## src/rtl/led_trail_pwm_if.sv

```systemverilog
// Scanner-to-LED link: the scanner's advance strobe and LED index one way, and
// the PWM LED drive and sticky out-of-range flag back the other way.
interface led_trail_pwm_if #(
    parameter int NUM_LEDS = 10,
    parameter int POS_W    = 4
);
    logic                STEP;
    logic [POS_W-1:0]    POS;
    logic [NUM_LEDS-1:0] LEDR;
    logic                OOR_SEEN;

    modport master (output STEP, output POS, input LEDR, input OOR_SEEN);
    modport slave  (input STEP, input POS, output LEDR, output OOR_SEEN);
endinterface

```

## src/rtl/led_trail_pwm.sv

```systemverilog
// led_trail_pwm: comet-tail LED driver downstream of the LED scanner.
// Every LED keeps a brightness level. The level is set to full when the scanner
// lands on that LED, and it decays by DECAY on each later advance. The level is
// rendered as free-running PWM on LEDR.
// Optional build macro LED_TRAIL_GAMMA_EN: the duty becomes (level*level) >> BRIGHT_W,
// which gives a perceptual fade. When the macro is undefined, the duty is the level itself.
module led_trail_pwm #(
    parameter int NUM_LEDS = 10,
    parameter int POS_W    = 4,
    parameter int BRIGHT_W = 4,
    parameter int DECAY    = 4,
    parameter int PWM_DIV  = 64
) (
    input  logic             CLOCK_50,
    input  logic             RESET_N,
    led_trail_pwm_if.slave   bus
);
    localparam int PRE_W = (PWM_DIV > 1) ? $clog2(PWM_DIV) : 1;
    localparam logic [BRIGHT_W-1:0] MAX_L    = BRIGHT_W'((1 << BRIGHT_W) - 1);
    localparam logic [BRIGHT_W-1:0] DECAY_L  = BRIGHT_W'(DECAY);
    localparam logic [PRE_W-1:0]    PRE_LAST = PRE_W'(PWM_DIV - 1);

    logic [NUM_LEDS-1:0][BRIGHT_W-1:0] level_q, level_d;
    logic [PRE_W-1:0]                  pre_q, pre_d;
    logic [BRIGHT_W-1:0]               pwm_cnt_q, pwm_cnt_d;
    logic [NUM_LEDS-1:0]               ledr_q, ledr_d;
    logic                              oor_q, oor_d;
    logic                              pos_oor;

    // The decay saturates at zero, so a dim LED can never wrap back to bright.
    function automatic logic [BRIGHT_W-1:0] sat_decay(input logic [BRIGHT_W-1:0] lvl);
        return (lvl > DECAY_L) ? (lvl - DECAY_L) : '0;
    endfunction

    // Maps a level to its PWM duty. With gamma enabled, the full double-width
    // product is kept before the shift.
    function automatic logic [BRIGHT_W-1:0] to_duty(input logic [BRIGHT_W-1:0] lvl);
`ifdef LED_TRAIL_GAMMA_EN
        logic [2*BRIGHT_W-1:0] prod;
        prod = {{BRIGHT_W{1'b0}}, lvl} * {{BRIGHT_W{1'b0}}, lvl};
        return prod[2*BRIGHT_W-1:BRIGHT_W];
`else
        return lvl;
`endif
    endfunction

    assign pos_oor = (int'(bus.POS) >= NUM_LEDS);

    // Level update on each scanner advance. The hit LED is refreshed and all other LEDs decay.
    always_comb begin
        level_d = level_q;
        oor_d   = oor_q;
        if (bus.STEP) begin
            for (int i = 0; i < NUM_LEDS; i++) begin
                if (int'(bus.POS) == i) level_d[i] = MAX_L;
                else                    level_d[i] = sat_decay(level_q[i]);
            end
            if (pos_oor) oor_d = 1'b1;
        end
    end

    // Free-running PWM timebase. It is independent of STEP.
    always_comb begin
        pre_d     = pre_q + 1'b1;
        pwm_cnt_d = pwm_cnt_q;
        if (pre_q == PRE_LAST) begin
            pre_d     = '0;
            pwm_cnt_d = pwm_cnt_q + 1'b1;
        end
    end

    // PWM compare. An LED is on while its duty exceeds the current slot.
    always_comb begin
        ledr_d = '0;
        for (int i = 0; i < NUM_LEDS; i++) begin
            ledr_d[i] = (to_duty(level_q[i]) > pwm_cnt_q);
        end
    end

    // State registers. All state is cleared immediately by the asynchronous reset.
    always_ff @(posedge CLOCK_50 or negedge RESET_N) begin
        if (!RESET_N) begin
            level_q   <= '0;
            pre_q     <= '0;
            pwm_cnt_q <= '0;
            ledr_q    <= '0;
            oor_q     <= 1'b0;
        end else begin
            level_q   <= level_d;
            pre_q     <= pre_d;
            pwm_cnt_q <= pwm_cnt_d;
            ledr_q    <= ledr_d;
            oor_q     <= oor_d;
        end
    end

    assign bus.LEDR     = ledr_q;
    assign bus.OOR_SEEN = oor_q;
endmodule

```

## src/flat_wrapper.sv

```systemverilog
// flat-port wrapper written by rule: the top's interface ports become plain ports
module led_trail_pwm_flat 
#(
    parameter int NUM_LEDS = 10,
    parameter int POS_W    = 4,
    parameter int BRIGHT_W = 4,
    parameter int DECAY    = 4,
    parameter int PWM_DIV  = 64
)
  (CLOCK_50, RESET_N, bus_STEP, bus_POS, bus_LEDR, bus_OOR_SEEN);
  led_trail_pwm_if #(.NUM_LEDS(NUM_LEDS), .POS_W(POS_W)) bus_i ();
  input  logic CLOCK_50;
  input  logic RESET_N;
  input wire logic [$bits(bus_i.STEP)-1:0] bus_STEP;
  input wire logic [$bits(bus_i.POS)-1:0] bus_POS;
  output wire logic [$bits(bus_i.LEDR)-1:0] bus_LEDR;
  output wire logic [$bits(bus_i.OOR_SEEN)-1:0] bus_OOR_SEEN;
  assign bus_i.STEP = bus_STEP;
  assign bus_i.POS = bus_POS;
  assign bus_LEDR = bus_i.LEDR;
  assign bus_OOR_SEEN = bus_i.OOR_SEEN;
  led_trail_pwm #(.NUM_LEDS(NUM_LEDS), .POS_W(POS_W), .BRIGHT_W(BRIGHT_W), .DECAY(DECAY), .PWM_DIV(PWM_DIV)) u_core (.CLOCK_50(CLOCK_50), .RESET_N(RESET_N), .bus(bus_i));
endmodule
```

## config.mk

```make
export PLATFORM = sky130hd
export DESIGN_NAME = led_trail_pwm_flat
export DESIGN_NICKNAME = d
export VERILOG_FILES = /design/src/rtl/led_trail_pwm_if.sv /design/src/rtl/led_trail_pwm.sv /design/src/flat_wrapper.sv
export SDC_FILE = /design/constraint.sdc
export NUM_CORES = 1
export LEC_CHECK = 0
export ABC_AREA = 1
export CAP_MARGIN = 20
export CORE_ASPECT_RATIO = 1.25
export CORE_MARGIN = 2
export CORE_UTILIZATION = 45
export CTS_BUF_LIST = sky130_fd_sc_hd__clkbuf_16
export CTS_CLUSTER_SIZE = 30
export DETAILED_ROUTE_END_ITERATION = 8
export PLACE_DENSITY = 0.66
export SLEW_MARGIN = 20
export SYNTH_ARGS = -nofsm -noshare
export SYNTH_HDL_FRONTEND = slang
export SYNTH_SLANG_ARGS = --single-unit
```

## constraint.sdc

```tcl
create_clock -name CLOCK_50 -period 1.6 [get_ports CLOCK_50]
set_input_delay 0.24 -clock CLOCK_50 [delete_from_list [all_inputs] [get_ports CLOCK_50]]
set_output_delay 0.24 -clock CLOCK_50 [all_outputs]
set_load 0.005 [all_outputs]
```

==> results of run 1 <==
[cells by family after synthesis]
kind of cell,after synthesis
fa+ha+maj,50
buf+inv,63
xor+xnor,3
flops,51
simple gates,184
compound gates,48
[what timing repair did]
item | CTS | global route
gates resized for setup | 0 | 0
hold buffers | 1 | 0
buffers inserted | 0 | 0
hold endpoints to repair | 51 | 0
[state kept, by name, indices dropped and copies added, names as in the netlist]
name                 cells
u_core.pwm_cnt_q         4
u_core.bus.LEDR         10
u_core.bus.OOR_SEEN      1
u_core.level_q          30
u_core.pre_q             6
[routing by layer]
layer / global-route usage [%] / vias to the layer above / wire length [um]
met2: 30.3 / 44 / 3100
li1: - / 1364 / -
met3: 2.66 / 7 / 185
met5: 0 / - / 0
met4: 5.74 / 0 / 59
met1: 22.4 / 1206 / 2870
[metrics by stage]
stage	worst slack, ns	hold slack (ns)
6_report	0.177	0.464
5_1_grt	0.0204	0.493
4_1_cts	0.149	0.483
3_5_place_dp	0.163	0.256
3_3_place_gp	0.203	0.258
2_1_floorplan	0.379	-0.0556
[area by class of cell]
cell class,instances,area [um^2],share of cell area (%)
well taps,90,113,2.96
inverters,58,218,5.73
multi-input cells,285,1710,44.9
clock inverters,3,67.6,1.78
repair buffers,29,295,7.77
clock buffers,5,125,3.29
flip-flops and latches,51,1280,33.6
[worst paths after layout]
| kind | end | slack [ns] | cells after the start |
|---|---|---|---|
| max in group asynchronous | u_core.level_q[8]$_DFFE_PN0P_ | 0.90 | 3 |
| worst min register to register | u_core.bus.OOR_SEEN$_DFFE_PN0P_ | 0.48 | 1 |
| worst min-delay path | u_core.pre_q[5]$_DFF_PN0_ | 0.46 | 3 |
| worst max register to register | u_core.bus.LEDR[0]$_DFF_PN0_ | 0.18 | 7 |
| min in group CLOCK_50 | u_core.bus.OOR_SEEN$_DFFE_PN0P_ | 0.48 | 1 |
| worst max-delay path | u_core.bus.LEDR[0]$_DFF_PN0_ | 0.18 | 7 |
[tightest hold or removal path: cells and delay by family]
| kind | cells | cell delay, ns |
|---|---|---|
| buf+inv | 3 | 0.90 |
[power groups by stage]
stage | combinational (mW) | sequential (mW) | clock (mW)
2_1_floorplan | 1.21 | 1.80 | 0
3_3_place_gp | 1.65 | 1.83 | 0
3_5_place_dp | 1.73 | 1.84 | 0
4_1_cts | 1.75 | 1.81 | 1.41
5_1_grt | 2.06 | 1.86 | 1.47
6_report | 1.73 | 1.82 | 1.38
[cells in the final DEF (no fill, tap or decap), types with 4 or more instances in the layout]
cell type / Yosys / layout
nor2_1: 22 / 22
nand2_1: 114 / 114
nor3_1: 5 / 5
inv_1: 57 / 57
buf_4: 2 / 8
dfrtp_1: 51 / 51
clkdlybuf4s50_1: 0 / 16
o21ai_0: 15 / 15
nand4_1: 4 / 4
o21bai_1: 11 / 11
a21oi_1: 20 / 20
clkbuf_16: 0 / 5
nand3_1: 35 / 35
ha_1: 50 / 50
==> impl_metrics.toml, run 1 <==
[synthesis]
ys_ff_latch = 51
synthCells = 399
synth_simple_gate_area_share_pct = 24.3
synth_fa_ha_area_share_pct = 19.3
avgSynthCellArea_um2 = 8.11
synth_cell_types = 20
synth_area_leaders = "dfrtp_1 (39%), ha_1 (19%), nand2_1 (13%), inv_1 (6.6%), nand3_1 (5.4%)"
synth_edf_count = 0
ys_warn_count = 0
synth.area.mux_share_pct = 0
yosysMostFrequentCell = "nand2_1"
ys_async_sr_fraction_pct = 100
synth-xor-area-share_pct = 0.812
synth_compound_area_share_pct = 8.27
synth_seq_area_share_pct = 39.4
synth_top_area_share_pct = 39.4
synth_common_cells = "nand2_1 (114), inv_1 (57), dfrtp_1 (51)"
syn-num-nets = 456
syn_area_um2 = 3240
synth_top_family_by_area = "simple AND/OR/NAND/NOR gates"
yosysTopAreaCell = "dfrtp_1"
synthFlopType = "dfrtp_1"

[pwr]
p_sw_mw = 1.61
total_power_mw = 4.92
peakVddDrop_v = 0.000716
p_comb_share_pct = 35.1
powerDensity_nw_per_um2 = 1290
switching_share_pct = 32.7
seq_power_share_pct = 36.9
p_clk_share_pct = 28.0
p_leak_nw = 2.09
p_int_mw = 3.31

[place]
placed_area_um2 = 3600
dp_hpwl_mm = 4.54
placement.io_buffers = 17
place_congestion = 0.792
dp.cells = 512

[timing]
rsz0062_at_grt = "false"
hold_violations = 0
slew_headroom_pct = 81.0
max_slew.worst_pin.slew_ns = 0.281
finalCriticalPeriod_ns = 1.42
max_freq_mhz = 703
fin_crit_sh_pct = 88.9
finalSetupViolations = 0
slew_viol_final = 0
tns_ns = 0
fin_skew_ns = 0.00500

[cts]
insertion_delay_ns = 0.29
clkSlewWorstSetupHoldPaths_ns = 0.07
h-tree-depth = 2
clockRootBuffer = "clkbuf_16"
numClockSinks = 51
ctsLongestPathBuffers = 2
cts_tree = "built"
numCtsBuffers = 5

[critical_path]
critPathTopFamily = "flip-flops"
cpPeakStageDelay_ns = 0.41
path_class = "flip-flop to flip-flop"
crit_arrival_ns = 1.64
r2r-start = "u_core.pwm_cnt_q[1]$_DFFE_PN0N_"
cp-end-kind = "flip-flop"
worstPathRequired_ns = 1.81
cpMaxStageDelayCell = "dfrtp_1"
worstSetupStartpoint = "u_core.pwm_cnt_q[1]$_DFFE_PN0N_"
path_cells = "inv_1 > buf_4 > ha_1 > inv_1 > o21bai_1 > nand2_1 > a21oi_1"
path_max_fanout = 5
crit_buf_inv = 3
cp_common_cell = "inv_1"
critPathLaunchType = "flip-flop"

[detailed_routing]
via_count = 2621
routed_via_density = 5.03
drt_iter0_markers = 91
drt-pass1-iter-count = 4
wire_per_inst_um = 11.9
routed_wl_mm = 6.22
drc = 0
final_antenna_net_count = 0

[grt]
grt_pass1_vias = 2549
grt_max_degree = 52
grt_use_total_pct = 17.5
grt_pass1_wl_mm = 11.0
antenna_found_initial = 0
overflow = 0

[floorplan]
die_y_um = 98.8
ios = 18
fp.coreArea_um2 = 6980
fp.dieW_um = 79.9
row_count = 34
dieArea_um2 = 7890
start_util_pct = 46.4

[flow_run]
cap_violations = 0

[cells_and_area]
final.fill_count = 642
instances_no_fill = 521
fin_area_um2 = 3800
nets = 487
diodes = 0
drive_gt1_share_pct = 5.80
final_core_util_pct = 54.5
areaGrowthSynthToFinish_pct = 17.4

[min_path]
hp-class = "input pin to asynchronous set/reset pin"

[run_status]
status = "complete, no violations"
(Power assumes the default switching activity.)
==> run 2, diff against run 1 <==
==> constraint.sdc (replaced) <==
create_clock -name CLOCK_50 -period 1.6 [get_ports CLOCK_50]
set_input_delay 0.4 -clock CLOCK_50 [delete_from_list [all_inputs] [get_ports CLOCK_50]]
set_output_delay 0.4 -clock CLOCK_50 [all_outputs]
set_load 0.005 [all_outputs]
==> run 2 against run 1 <==
Worst setup slack got worse by 0.14 ns. Clock power decreased by 27%. Die area unchanged. Hold slack got worse by 0.40 ns. Total power decreased by 7.7%. Sequential cell count unchanged. Non-clock buffer count unchanged. Critical endpoint is now bus_OOR_SEEN. Highest routed layer unchanged.
==> impl_metrics.toml, run 2 (synthesis gave the netlist of run 1 again) <==
[cts]
ctsLongestPathBuffers = 2
numClockSinks = 51
numCtsBuffers = 5
insertion_delay_ns = 0.29
post_cts_buffers = 0
h-tree-depth = 2
ctsHoldBuffers = 0
clockRootBuffer = "clkbuf_16"
cts_resized = 0
clkSlewWorstSetupHoldPaths_ns = 0.07
cts_tree = "built"

[cells_and_area]
areaGrowthSynthToFinish_pct = 16.8
final_common_cell = "nand2_1"
nets = 487
drive_gt1_share_pct = 5.34
largest_register_ffs = 30
diodes = 0
largest-register = "u_core.level_q"
final.fill_count = 655
fin_area_um2 = 3780
final_cell_mix = "nand2_1 (114), inv_1 (58), dfrtp_1 (51), ha_1 (50), nand3_1 (35)"

[timing]
slew_viol_final = 0
finalSetupViolations = 0
finalCriticalPeriod_ns = 1.57
fin_crit_sh_pct = 98.0
fin_skew_ns = 0.00404
max_slew.worst_pin.slew_ns = 0.479
rsz0062_at_grt = "false"
max_freq_mhz = 638
hold_ws_ns = 0.0683
slew_headroom_pct = 68.1
hold_violations = 0

[critical_path]
crit_buf_inv = 1
worstRegToRegCells = 7
cpPeakStageDelay_ns = 0.51
worstSetupStartpoint = "u_core.bus.OOR_SEEN$_DFFE_PN0P_"
critPathLaunchType = "flip-flop"
worstPathRequired_ns = 1.20
critPathTopFamily = "buffers and inverters"
path_max_fanout = 2
worst-path-stages = 1
path_cells = "clkdlybuf4s50_1"
path_class = "flip-flop to primary output"
cp-end-kind = "primary output"
crit_arrival_ns = 1.17
cpMaxStageDelayCell = "clkdlybuf4s50_1"
r2r-start = "u_core.pwm_cnt_q[1]$_DFFE_PN0N_"

[floorplan]
start_util_pct = 46.4
row_count = 34
ios = 18
die_y_um = 98.8
fp.coreArea_um2 = 6980
dieArea_um2 = 7890
fp.dieW_um = 79.9

[grt]
antenna_found_initial = 0
grt_pass1_wl_mm = 11.2
grt_use_total_pct = 18.0
grt_max_degree = 20
overflow = 0
grt_pass1_vias = 2465

[pwr]
powerDensity_nw_per_um2 = 1200
p_leak_nw = 2.09
peakVddDrop_v = 0.000510

[detailed_routing]
drc = 0
routed_via_density = 4.99
via_count = 2601
final_antenna_net_count = 0
drt_iter0_markers = 117
drt-pass1-iter-count = 4
wire_per_inst_um = 12.4
routed_wl_mm = 6.44

[place]
place_congestion = 0.813
dp_hpwl_mm = 4.78
placement.io_buffers = 17
placed_area_um2 = 3640

[run_status]
status = "complete, no violations"

[flow_run]
cap_violations = 0

[min_path]
hp-class = "input pin to asynchronous set/reset pin"
run 2: changes by cell type in the layout (fill, tap and decap cells not counted), moves of 2 or more:
cell / previous run / this run
buf_4: 8 / 6
bufinv_16: 2 / 0
clkinv_1: 0 / 2
buf_12: 3 / 6
run 2: layout make-up:
class	count	area, um^2	share of cell area (%)
clock buffers	5	125	3.31
clock inverters	3	11.3	0.298
multi-input cells	285	1710	45.2
inverters	58	218	5.76
well taps	90	113	2.98
repair buffers	29	330	8.74
flip-flops and latches	51	1280	33.8
run 2: per-layer routing:
metal,GRT usage (%),vias to the layer above,routed length (um)
met4,4.82,0,97
met3,2.75,8,175
met5,0,-,0
met1,23.5,1201,3030
li1,-,1357,-
met2,31.1,35,3140
run 2: power by group:
| group | total, mW | internal, mW | leakage (nW) | switching [mW] |
|---|---|---|---|---|
| Clock | 1.01 | 0.564 | 0.0701 | 0.446 |
| Combinational | 1.71 | 0.824 | 1.36 | 0.882 |
| Sequential | 1.82 | 1.59 | 0.662 | 0.233 |
| Total | 4.54 | 2.98 | 2.09 | 1.56 |
run 2: path summary, 6_finish.rpt:
| check | end | slack (ns) |
|---|---|---|
| worst max-delay path | bus_OOR_SEEN | 0.03 |
| worst min-delay path | u_core.level_q[26]$_DFFE_PN0P_ | 0.07 |
| worst max register to register | u_core.bus.LEDR[5]$_DFF_PN0_ | 0.19 |
| worst min register to register | u_core.pwm_cnt_q[3]$_DFFE_PN0N_ | 0.51 |
| max in group asynchronous | u_core.level_q[7]$_DFFE_PN0P_ | 1.06 |
| min in group CLOCK_50 | u_core.pwm_cnt_q[3]$_DFFE_PN0N_ | 0.51 |
run 2: per-stage QoR:
step	utilization (%)	TNS (ns)	cells	total power [mW]	worst slack, ns
detailed placement	52.1	-0.0448	512	3.57	-0.0176
finish	54.2	0	521	4.54	0.0320
floorplan	-	0	399	3.01	0.379
global placement	52.1	-0.00318	512	3.49	-0.00318
global route	54.2	0	521	4.99	0.00392
CTS	54.1	0	520	4.59	0.0150
==> run 3, diff against run 2 <==
--- a/config.mk
+++ b/config.mk
@@ -14,6 +14,7 @@
 export CTS_CLUSTER_SIZE = 30
 export DETAILED_ROUTE_END_ITERATION = 8
 export PLACE_DENSITY = 0.66
+export SETUP_SLACK_MARGIN = 0.3
 export SLEW_MARGIN = 20
 export SYNTH_ARGS = -nofsm -noshare
 export SYNTH_HDL_FRONTEND = slang
==> run 3 against run 2 <==
Sequential power hardly changed. Wire length is 5.9% higher. Hold slack worse by 0.00061 ns. Largest cell class unchanged. Register-to-register slack better by 0.09 ns. Count of clock-buffer cells in the layout stayed put. Clock power hardly changed. Utilization is 3.3 points higher. Worst setup slack better by 0.25 ns. Maximum frequency is 19% higher. Critical path depth is 6 higher. Cell area is 6.1% higher.
==> impl_metrics.toml, run 3 (synthesis gave the netlist of run 1 again) <==
[detailed_routing]
routed_via_density = 5.02
drt_iter0_markers = 148
final_antenna_net_count = 0
drt-pass1-iter-count = 4
routed_wl_mm = 6.82
wire_per_inst_um = 12.9
via_count = 2660
drc = 0

[pwr]
total_power_mw = 4.62
switching_share_pct = 35.5
p_clk_share_pct = 22.0
seq_power_share_pct = 39.7
powerDensity_nw_per_um2 = 1150
peakVddDrop_v = 0.000531
p_comb_share_pct = 38.3
p_sw_mw = 1.64
p_int_mw = 2.98
p_leak_nw = 2.19

[cts]
insertion_delay_ns = 0.29
numClockSinks = 51
h-tree-depth = 2
clkSlewWorstSetupHoldPaths_ns = 0.07
numCtsBuffers = 5
cts_tree = "built"
ctsLongestPathBuffers = 2
clockRootBuffer = "clkbuf_16"

[place]
place_ws_ns = -0.0176
dp.cells = 512
place_congestion = 0.813
dp_hpwl_mm = 4.78
placement.io_buffers = 17

[critical_path]
worstPathRequired_ns = 1.82
crit_arrival_ns = 1.54
path_class = "flip-flop to flip-flop"
path_max_fanout = 5
cp-end-kind = "flip-flop"
critPathLaunchType = "flip-flop"

[grt]
grt_pass1_wl_mm = 11.3
antenna_found_initial = 0
grt_use_total_pct = 18.2
grt_pass1_vias = 2506
grt_max_degree = 20
overflow = 0

[min_path]
hp-class = "input pin to asynchronous set/reset pin"

[timing]
hold_ws_ns = 0.0677
worst_slack_ns = 0.281
max_slew.worst_pin.slew_ns = 0.479
fin_skew_ns = 0.00338
finalSetupViolations = 0
slew_headroom_pct = 68.1
hold_violations = 0
finalCriticalPeriod_ns = 1.32
rsz0062_at_grt = "true"
slew_viol_final = 0
max_freq_mhz = 758
fin_crit_sh_pct = 82.4

[cells_and_area]
final.fill_count = 645
areaGrowthSynthToFinish_pct = 23.9
largest_register_ffs = 30
drive_gt1_share_pct = 12.5
diodes = 0
final_core_util_pct = 57.5
largest-register = "u_core.level_q"
instances_no_fill = 530
final_common_cell = "nand2_1"
final_cell_mix = "nand2_1 (112), inv_1 (57), dfrtp_1 (51), ha_1 (42), nand3_1 (33)"
nets = 496

[floorplan]
start_util_pct = 46.4
ios = 18
fp.coreArea_um2 = 6980
row_count = 34
fp.dieW_um = 79.9
dieArea_um2 = 7890
die_y_um = 98.8

[flow_run]
cap_violations = 0

[run_status]
status = "complete, no violations"
## run 3: changes by cell type in the layout (fill, tap and decap cells not counted), moves of 7 or more
cell,before,now
ha_1,50,42
buf_4,6,13
clkdlybuf4s15_1,0,10
clkdlybuf4s50_1,16,2
ha_4,0,7
## run 3: cell type report
type | count | area [um^2] | area share [%]
tap | 90 | 113 | 2.81
clock inverter | 3 | 11.3 | 0.281
timing repair buffer | 38 | 427 | 10.6
multi-input combinational | 285 | 1840 | 45.9
sequential | 51 | 1280 | 31.8
clock buffer | 5 | 125 | 3.12
inverter | 58 | 218 | 5.43
## run 3: path summary, 6_finish.rpt
kind                                                      start                         endpoint  slack (ns)  depth (start not counted)
max in group asynchronous                               RESET_N     u_core.bus.LEDR[4]$_DFF_PN0_        1.07                          2
worst min register to register  u_core.pwm_cnt_q[3]$_DFFE_PN0N_  u_core.pwm_cnt_q[3]$_DFFE_PN0N_        0.51                          2
worst max register to register  u_core.pwm_cnt_q[1]$_DFFE_PN0N_     u_core.bus.LEDR[5]$_DFF_PN0_        0.28                          7
min in group CLOCK_50           u_core.pwm_cnt_q[3]$_DFFE_PN0N_  u_core.pwm_cnt_q[3]$_DFFE_PN0N_        0.51                          2
worst min-delay path                                    RESET_N   u_core.level_q[26]$_DFFE_PN0P_        0.07                          1
worst max-delay path            u_core.pwm_cnt_q[1]$_DFFE_PN0N_     u_core.bus.LEDR[5]$_DFF_PN0_        0.28                          7
## run 3: worst max-delay path, stage by stage, from the launching register on
cell and delay (ns):
dfrtp_1 0.36, inv_2 0.07, clkbuf_16 0.18, ha_4 0.26, inv_1 0.04, o21bai_1 0.15, nand2_1 0.07, a21oi_1 0.12
## run 3: metrics by stage
| step | cell area [um^2] | setup TNS [ns] |
|---|---|---|
| finish | 4010 | 0 |
| global route | 4010 | 0 |
| CTS | 3810 | 0 |
| detailed placement | 3640 | -0.0448 |
| global placement | 3640 | -0.00318 |
| floorplan | 3240 | 0 |
## run 3: power groups by stage
stage                     logic [mW]  registers [mW]  clock network [mW]
after global routing            2.09            1.87                1.09
final                           1.77            1.83                1.02
after global placement          1.65            1.84                   0
after detailed placement        1.72            1.84                   0
after floorplan                 1.21            1.80                   0
after CTS                       1.68            1.82                1.04
## run 3: metal layers
layer  GRT usage, %  wire (um)
met5              0          0
met4           5.22        113
met3           2.75        135
met2           31.6       3330
met1           23.5       3250
## run 3: timing repair
| action | in CTS | in global routing |
|---|---|---|
| hold buffers | 0 | 0 |
| pin swaps | 3 | 5 |
| gates cloned | 0 | 1 |
| setup buffers | 5 | 4 |
| gates resized for setup | 22 | 30 |
| setup endpoints to repair | 23 | 42 |
